===== config.mk =====
export PLATFORM = sky130hd
export DESIGN_NAME = feature_loader_ctrl
export DESIGN_NICKNAME = d
export VERILOG_FILES = /design/src/rtl/feature_loader_ctrl.sv
export SDC_FILE = /design/constraint.sdc
export NUM_CORES = 1
export LEC_CHECK = 0
export CORE_ASPECT_RATIO = 0.5
export CORE_MARGIN = 2
export CORE_UTILIZATION = 40
export CTS_BUF_LIST = sky130_fd_sc_hd__clkbuf_4 sky130_fd_sc_hd__clkbuf_8
export DETAILED_ROUTE_END_ITERATION = 6
export PLACE_DENSITY = 0.75
export SLEW_MARGIN = 0
export SYNTH_ARGS = -nofsm -noshare
export SYNTH_HDL_FRONTEND = slang
export SYNTH_SLANG_ARGS = --single-unit

===== constraint.sdc =====
create_clock -name clk -period 6.4 [get_ports clk]
set_input_delay 1.92 -clock clk [delete_from_list [all_inputs] [get_ports clk]]
set_output_delay 1.92 -clock clk [all_outputs]
set_load 0.005 [all_outputs]

===== src/rtl/feature_loader_ctrl.sv =====
// Aligned feature loader sequencer: fetches each output column word by word from SRAM,
// hands words to the loader with their feeder offset, then handshakes the column to the array.
// Optional stall counter port is built only when FL_CTRL_PERF_EN is defined.
module feature_loader_ctrl #(
   parameter int aflDimY      = 128,
   parameter int inputWidth   = 32,
   parameter int elementWidth = 4,
   parameter int kernelWidth  = 3,
   parameter int addrWidth    = 16,
   parameter int colWidth     = 10,
   localparam int inputElements = inputWidth / elementWidth,
   localparam int numFeeders    = aflDimY / kernelWidth,
   localparam int wordsPerCol   = (numFeeders + inputElements - 1) / inputElements,
   localparam int offW          = $clog2(numFeeders)
) (
   input  logic                  clk,
   input  logic                  nrst,
   input  logic                  start_i,
   input  logic [addrWidth-1:0]  cfg_base_i,
   input  logic [colWidth-1:0]   cfg_cols_i,
   output logic                  busy_o,
   output logic                  done_o,
   output logic                  mem_req_o,
   output logic [addrWidth-1:0]  mem_addr_o,
   input  logic                  mem_gnt_i,
   input  logic                  mem_rvalid_i,
   input  logic [inputWidth-1:0] mem_rdata_i,
   output logic                  afl_valid_o,
   output logic [inputWidth-1:0] afl_data_o,
   output logic [offW-1:0]       afl_offset_o,
   output logic                  col_valid_o,
   input  logic                  col_ready_i
`ifdef FL_CTRL_PERF_EN
   ,
   output logic [31:0]           stall_cycles_o
`endif
);

   localparam int wordW = (wordsPerCol > 1) ? $clog2(wordsPerCol) : 1;

   typedef enum logic [2:0] {
      S_IDLE, S_REQ, S_WAIT, S_LOAD, S_COL, S_DONE
   } state_t;

   state_t                state_q, state_d;
   logic [addrWidth-1:0]  base_q;
   logic [colWidth-1:0]   cols_q;
   logic [colWidth-1:0]   col_q;
   logic [wordW-1:0]      word_q;
   logic [inputWidth-1:0] data_q;
   logic [offW-1:0]       offset_q;
   logic                  zero_hold_q;
   logic                  word_last;
   logic                  col_last;
   logic [addrWidth-1:0]  addr_calc;

   assign word_last = (word_q == wordW'(wordsPerCol - 1));
   assign col_last  = (col_q == cols_q - colWidth'(1));
   // Address arithmetic deliberately truncates so the read window wraps around the SRAM.
   assign addr_calc = base_q + addrWidth'(int'(col_q) * wordsPerCol) + addrWidth'(word_q);

   assign afl_data_o   = data_q;
   assign afl_offset_o = offset_q;
   assign mem_addr_o   = mem_req_o ? addr_calc : '0;

   always_comb begin
      state_d     = state_q;
      busy_o      = 1'b0;
      done_o      = 1'b0;
      mem_req_o   = 1'b0;
      afl_valid_o = 1'b0;
      col_valid_o = 1'b0;
      case (state_q)
         S_IDLE: begin
            if (start_i) state_d = (cfg_cols_i == '0) ? S_DONE : S_REQ;
         end
         S_REQ: begin
            busy_o    = 1'b1;
            mem_req_o = 1'b1;
            if (mem_gnt_i) state_d = S_WAIT;
         end
         S_WAIT: begin
            busy_o = 1'b1;
            if (mem_rvalid_i) state_d = S_LOAD;
         end
         S_LOAD: begin
            busy_o      = 1'b1;
            afl_valid_o = 1'b1;
            state_d     = word_last ? S_COL : S_REQ;
         end
         S_COL: begin
            busy_o      = 1'b1;
            col_valid_o = 1'b1;
            if (col_ready_i) state_d = col_last ? S_DONE : S_REQ;
         end
         S_DONE: begin
            // An empty job spends one extra busy cycle here so done lands two cycles after start.
            if (zero_hold_q) begin
               busy_o = 1'b1;
            end else begin
               done_o  = 1'b1;
               state_d = S_IDLE;
            end
         end
         default: state_d = S_IDLE;
      endcase
   end

   always_ff @(posedge clk or negedge nrst) begin
      if (!nrst) begin
         state_q     <= S_IDLE;
         base_q      <= '0;
         cols_q      <= '0;
         col_q       <= '0;
         word_q      <= '0;
         data_q      <= '0;
         offset_q    <= '0;
         zero_hold_q <= 1'b0;
      end else begin
         state_q <= state_d;
         case (state_q)
            S_IDLE: begin
               if (start_i) begin
                  base_q      <= cfg_base_i;
                  cols_q      <= cfg_cols_i;
                  col_q       <= '0;
                  word_q      <= '0;
                  zero_hold_q <= (cfg_cols_i == '0);
               end
            end
            S_WAIT: begin
               if (mem_rvalid_i) begin
                  data_q   <= mem_rdata_i;
                  offset_q <= offW'(int'(word_q) * inputElements);
               end
            end
            S_LOAD: word_q <= word_last ? '0 : word_q + wordW'(1);
            S_COL: begin
               if (col_ready_i) col_q <= col_q + colWidth'(1);
            end
            S_DONE: zero_hold_q <= 1'b0;
            default: ;
         endcase
      end
   end

`ifdef FL_CTRL_PERF_EN
   logic stall_event;

   assign stall_event = ((state_q == S_REQ)  && !mem_gnt_i)    ||
                        ((state_q == S_WAIT) && !mem_rvalid_i) ||
                        ((state_q == S_COL)  && !col_ready_i);

   always_ff @(posedge clk or negedge nrst) begin
      if (!nrst) begin
         stall_cycles_o <= '0;
      end else if ((state_q == S_IDLE) && start_i) begin
         stall_cycles_o <= '0;
      end else if (stall_event && (stall_cycles_o != '1)) begin
         stall_cycles_o <= stall_cycles_o + 32'd1;
      end
   end
`endif

endmodule


==> results.toml, run 1 <==
[run_status]
status = "finished clean"

[floorplanning]
die_h_um = 81.3
num_rows = 28
io_pins = 123
die-area_um2 = 12900
die_w_um = 159
core_um2 = 11700
initial_core_util_pct = 40.8

[power_and_ir_drop]
leakage_uw = 0.00294
cellPowerDensity_nw_per_um2 = 365
ir_drop_uv = 159

[job]
max_cap_viol_count = 0

[drt]
wl_per_cell_um = 14.1
viasPerCell = 5.08
drcViolationCount = 0
num_vias = 4023
drtPass1Iterations = 4
drt_iter0_drc = 172
routed_wirelength_um = 11200
antenna_left = 0

[worst_setup_path]
required_ns = 4.48
path_class = "reg2out"
cp.arrival_ns = 4.23
r2r_setup_slack_ns = 4.20
end_kind = "primary output"
worstPathCellList = "ha_1 -> fa_1 -> a21o_1 -> a21oi_2 -> o21ai_1 -> nor2_1 -> xnor2_1 -> ha_1 -> ha_4 -> o21a_1 -> o21a_1 -> a21oi_1 -> or4_1 -> nand2_1 -> clkdlybuf4s50_1"
cp_max_fo = 6
max_stage_delay_ns = 0.49
cp_slowest_cell = "clkdlybuf4s50_1"
start_kind = "flop"

[yosys]
netlist_top_cells_area = "dfrtp_1 (41%), ha_1 (9.2%), mux2_1 (8.5%), nand2_1 (7.5%), xnor2_1 (3.3%)"
synth_flop_cell = "dfrtp_1"
syn_area_um2 = 4780
synth_edf_count = 0
syn_avg_cell_area_um2 = 9.49
synth_top_area_share_pct = 40.8
ys_ff_latch = 78
synth_cells = 504
async_reset_ff_share_pct = 100
yosys.area.top_type = "dfrtp_1"
synth_cell_types = 53
yosysSeqAreaShare_pct = 40.8
ys_warn_count = 0

[timing]
fin_setup_tns_ns = 0
relSlewSlack_pct = 26.4
fin_crit_sh_pct = 96.1
period_minus_slack_ns = 6.15
skew_ns = 0.00780
whs_ns = 0.487
rsz0062_at_grt = "no"
max_freq_mhz = 163
tightest_slew_ns = 1.10
setup_viol = 0
hold_viol = 0
drv_slew = 0

[global_route]
grt_pass1_vias = 3875
grt_max_degree = 79
grt_pass1_wl_um = 18200
grt_usage_pct = 17.8
gr-total-overflow = 0
antenna_found_initial = 0

[cts]
cts_buffers = 9
clkSinkCount = 78
cts_tree = "built"
root_buffer = "clkbuf_8"
cts-htree-levels = 3
clockBufferDepth = 2
worstSkewPairLatency_ns = 0.35
clkSlewWorstSetupHoldPaths_ns = 0.08

[final_layout]
num_antenna_cells = 0
final_layout_size_suffix_gt1_share_pct = 6.06
post-route-util_pct = 54.7
synthToLayoutAreaGrowth_pct = 34.2
nets = 727

[placement]
hpwl_um = 8160
place_congestion = 0.869
portBuffers = 119

[hold_path]
hp-class = "reg2reg"
[report_power, final]
group / leakage [uW] / total, uW / switching, uW / internal (uW)
Sequential: 0.000972 / 855 / 160 / 696
Clock: 0.000104 / 403 / 177 / 225
Combinational: 0.00186 / 1080 / 476 / 608
[final timing paths]
kind,from,endpoint,cells after the start
worst max-delay path,col_q[0],mem_addr_o[13],15
worst min-delay path,afl_data_o[8],afl_data_o[8],1
worst max register to register,state_q[0],col_q[1],4
worst min register to register,afl_data_o[8],afl_data_o[8],1
max in group asynchronous,nrst,col_q[2],1
min in group asynchronous,nrst,afl_data_o[7],1
[cells in the mapped netlist (9+ instances only)]
cell type   n
o21ai_0    16
ha_1       35
dfrtp_1    78
o21ai_1     9
inv_1      19
nand2_1    96
xnor2_1    18
nand3_1    14
nor2_1     31
nor3_1      9
a21oi_1    17
mux2_1     36
xor2_1     13
[sequential cells by signal, indices dropped and copies added (netlist names)]
name and flops:
state_q 3, word_q 3, afl_offset_o 3, afl_data_o 32, cols_q 10, col_q 10
base_q 16, zero_hold_q 1
[logic make-up (layout without fill, tap and decap cells)]
| family | Yosys count | after routing | synth area share (%) |
|---|---|---|---|
| AO/OA/AOI/OAI | 80 | 80 | 10.5 |
| multiplexers | 39 | 39 | 9.10 |
| AND/OR/NAND/NOR | 198 | 198 | 19.3 |
| XOR/XNOR | 31 | 31 | 5.67 |
| buffers and inverters | 38 | 159 | 3.69 |
| other | 1 | 3 | 0.0784 |
| flip-flops | 78 | 78 | 40.8 |
| adder cells (fa/ha/maj) | 39 | 39 | 10.8 |
[worst max-delay path: cells and delay by family, from the launching register on]
family / cells / cell delay, ns
XOR/XNOR: 1 / 0.15
AO/OA/AOI/OAI: 6 / 0.90
adder cells (fa/ha/maj): 4 / 1.27
buffers and inverters: 1 / 0.49
AND/OR/NAND/NOR: 3 / 0.61
flip-flops: 1 / 0.45
[placed cells by master, fill, tap and decap left out, types with 4 or more instances in the layout]
cell type	instances
nor3b_1	4
a21oi_1	15
dfrtp_1	75
or3_1	7
o21ai_0	15
xor2_1	13
o21a_1	4
nand2b_1	6
nor2b_1	4
buf_4	7
nand3_1	14
a21o_1	7
nand2_1	96
clkbuf_8	10
nor3_1	9
ha_1	31
clkdlybuf4s50_1	118
nor4_1	5
o21ai_1	9
inv_1	19
nand4_1	5
fa_1	4
xnor2_1	18
a31oi_1	6
mux2_1	36
nor2_1	31
and3_1	7
[area by class of cell]
| class | count | area [um^2] |
|---|---|---|
| fill | 1037 | 5320 |
| clock inverter | 4 | 72.6 |
| inverter | 20 | 75.1 |
| multi-input combinational | 390 | 2740 |
| clock buffer | 10 | 138 |
| timing repair buffer | 125 | 1230 |
| sequential | 78 | 1960 |
| tap | 165 | 206 |
[timing repair]
| item | 4_1_cts | 5_1_grt |
|---|---|---|
| hold buffers | 0 | 0 |
| setup endpoints to repair | 0 | 6 |
| gates resized for setup | 0 | 14 |
| buffers inserted | 0 | 4 |
[metrics by stage]
stage	instances	setup slack [ns]	power [uW]	area (um^2)
global placement	774	0.497	1910	6110
finish	792	0.248	2340	6420
CTS	788	0.0218	2350	6320
global route	792	0.00479	2530	6420
floorplan	506	1.14	1410	4790
detailed placement	774	0.437	1930	6110
[metal layers]
layer	vias to the layer above	GRT usage (%)	routed length, um
li1	1997	-	-
met1	1914	23.3	5150
met2	99	29.4	5230
met3	13	4.70	665
met4	0	5.14	108
met5	-	0	0
(Power assumes the default switching activity.)
==> run 2, diff against run 1 <==
--- a/config.mk
+++ b/config.mk
@@ -11,6 +11,7 @@
 export CTS_BUF_LIST = sky130_fd_sc_hd__clkbuf_4 sky130_fd_sc_hd__clkbuf_8
 export DETAILED_ROUTE_END_ITERATION = 6
 export PLACE_DENSITY = 0.75
+export REMOVE_ABC_BUFFERS = 1
 export SLEW_MARGIN = 0
 export SYNTH_ARGS = -nofsm -noshare
 export SYNTH_HDL_FRONTEND = slang
==> run 2 against run 1 <==
Via count decreased by 0.85%. Sequential power decreased by 0.7%. Maximum frequency is 0.77% lower. Clock skew rose by 0.0033 ns. Wire length grew 1.6%. Total power decreased by 1.3%. First-iteration DRC count increased by 24%. Critical endpoint unchanged. Largest cell class unchanged. Highest routed layer unchanged.
==> results.toml, run 2 (same netlist as run 1, synthesis figures left out) <==
[power_and_ir_drop]
cellPowerDensity_nw_per_um2 = 362
power_frac_seq_pct = 36.7
switching_share_pct = 35.5
power.internal_uw = 1490
p_clk_share_pct = 16.2
comb_power_share_pct = 47.1
ir_drop_uv = 179
p_switching_uw = 821
power_uw = 2310
leakage_uw = 0.00293

[floorplanning]
num_rows = 28
io_pins = 123
initial_core_util_pct = 40.8
die-area_um2 = 12900
die_h_um = 81.3
die_w_um = 159
core_um2 = 11700

[worst_setup_path]
start_kind = "flop"
end_kind = "primary output"
r2r_cells = 4
cp_max_fo = 7
cp.arrival_ns = 4.28
reg2reg_from = "state_q[0]"
worstPathCellList = "ha_1 -> a21o_1 -> a211oi_2 -> o21ai_1 -> and3_1 -> or4_1 -> ha_1 -> ha_2 -> nor2_1 -> nor2_1 -> a21oi_1 -> or4_1 -> nand2_1 -> clkdlybuf4s50_1"
max_stage_delay_ns = 0.53
path_class = "reg2out"
reg2reg_to = "col_q[1]"
cp_top_family = "simple AND/OR/NAND/NOR gates"
cp_slowest_cell = "or4_1"
r2r_setup_slack_ns = 4.18
required_ns = 4.48
critPathBufInv = 1

[hold_path]
worst_hold_path.endpoint = "afl_data_o[18]"
hp-class = "reg2reg"
hold_depth = 1
hold_start = "afl_data_o[18]"

[final_layout]
final_layout_size_suffix_gt1_share_pct = 6.20
final_cell_mix = "clkdlybuf4s50_1 (118), nand2_1 (96), dfrtp_1 (75)"
nets = 727
layout_commonest_cell = "clkdlybuf4s50_1"
largest_reg_flops = 32
stdcell_count = 794
synthToLayoutAreaGrowth_pct = 33.4
num_antenna_cells = 0
post-route-util_pct = 54.4
n_fill_cell = 1058
multi_input_area_um2 = 2720
seqCellArea_um2 = 1960

[placement]
hpwl_um = 8410
place_congestion = 0.888
dpl_worst_slack_ns = 0.432
portBuffers = 119
dp_cells = 774

[timing]
skew_ns = 0.0111
setup_viol = 0
tightest_slew_ns = 1.11
drv_slew = 0
max_freq_mhz = 161
fin_crit_sh_pct = 96.9
period_minus_slack_ns = 6.20
relSlewSlack_pct = 25.5
final.setup.worst_slack_ns = 0.200
hold_viol = 0

[global_route]
grt_pass1_vias = 3924
grt_usage_pct = 18.5
gr-total-overflow = 0
antenna_found_initial = 0
grt_pass1_wl_um = 18700
grt_max_degree = 79

[job]
max_cap_viol_count = 0

[drt]
routed_wirelength_um = 11300
antenna_left = 0
num_vias = 3989
viasPerCell = 5.02
drcViolationCount = 0
wl_per_cell_um = 14.3
drt_iter0_drc = 214
drtPass1Iterations = 6

[cts]
cts-htree-levels = 3
clkSlewWorstSetupHoldPaths_ns = 0.08
clkSinkCount = 78
postCtsHoldBufs = 0
worstSkewPairLatency_ns = 0.35
root_buffer = "clkbuf_8"
cts_buffers = 9
cts_tree = "built"
clockBufferDepth = 2

[run_status]
status = "finished clean"
## run 2: cell types whose count changed in the layout (fill, tap and decap cells not counted)
cell / before / now
clkbuf_4: 0 / 2
ha_2: 1 / 3
clkinv_4: 0 / 2
o21ai_1: 9 / 10
clkbuf_8: 10 / 9
ha_4: 3 / 1
o21ai_2: 1 / 0
bufinv_16: 2 / 1
## run 2: through the flow
stage / setup TNS, ns / area (um^2) / hold slack [ns]
floorplan: 0 / 4690 / 0.452
global placement: 0 / 6110 / 0.466
detailed placement: 0 / 6110 / 0.474
CTS: 0 / 6310 / 0.495
global route: -0.0342 / 6380 / 0.515
finish: 0 / 6380 / 0.489
## run 2: timing repair
item / in CTS / in global routing
buffers inserted: 0 / 4
setup endpoints to repair: 0 / 7
gates resized for setup: 0 / 13
## run 2: cell type report
cell class,count,share of cell area (%)
Clock buffer,11,2.18
Clock inverter,5,0.941
Inverter,20,1.18
Multi-Input combinational cell,390,42.5
Sequential cell,78,30.6
Tap cell,165,3.23
Timing Repair Buffer,125,19.3
## run 2: power by group through the flow
stage / Clock (uW) / Sequential, uW / Combinational (uW)
global route: 415 / 882 / 1220
CTS: 392 / 851 / 1090
global placement: 0 / 850 / 1060
finish: 374 / 849 / 1090
detailed placement: 0 / 862 / 1080
floorplan: 0 / 834 / 549
## run 2: worst max path at each step
| stage | start | end | slack, ns | cells after the start |
|---|---|---|---|---|
| 2_1_floorplan | col_q[1] | mem_addr_o[13] | 1.14 | 13 |
| 3_3_place_gp | col_q[2] | mem_addr_o[13] | 0.49 | 14 |
| 3_5_place_dp | col_q[2] | mem_addr_o[15] | 0.43 | 14 |
| 4_1_cts | col_q[2] | mem_addr_o[15] | 0.02 | 14 |
| 5_1_grt | col_q[0] | mem_addr_o[12] | -0.03 | 15 |
| 6_report | col_q[2] | mem_addr_o[13] | 0.20 | 14 |
## run 2: per-layer routing
| layer | up-vias | global-route usage [%] | share of wire, % |
|---|---|---|---|
| li1 | 1991 | - | - |
| met1 | 1893 | 23.6 | 46 |
| met2 | 97 | 31.2 | 48 |
| met3 | 8 | 5.12 | 5.4 |
| met4 | 0 | 4.86 | 0.74 |
| met5 | - | 0 | 0 |
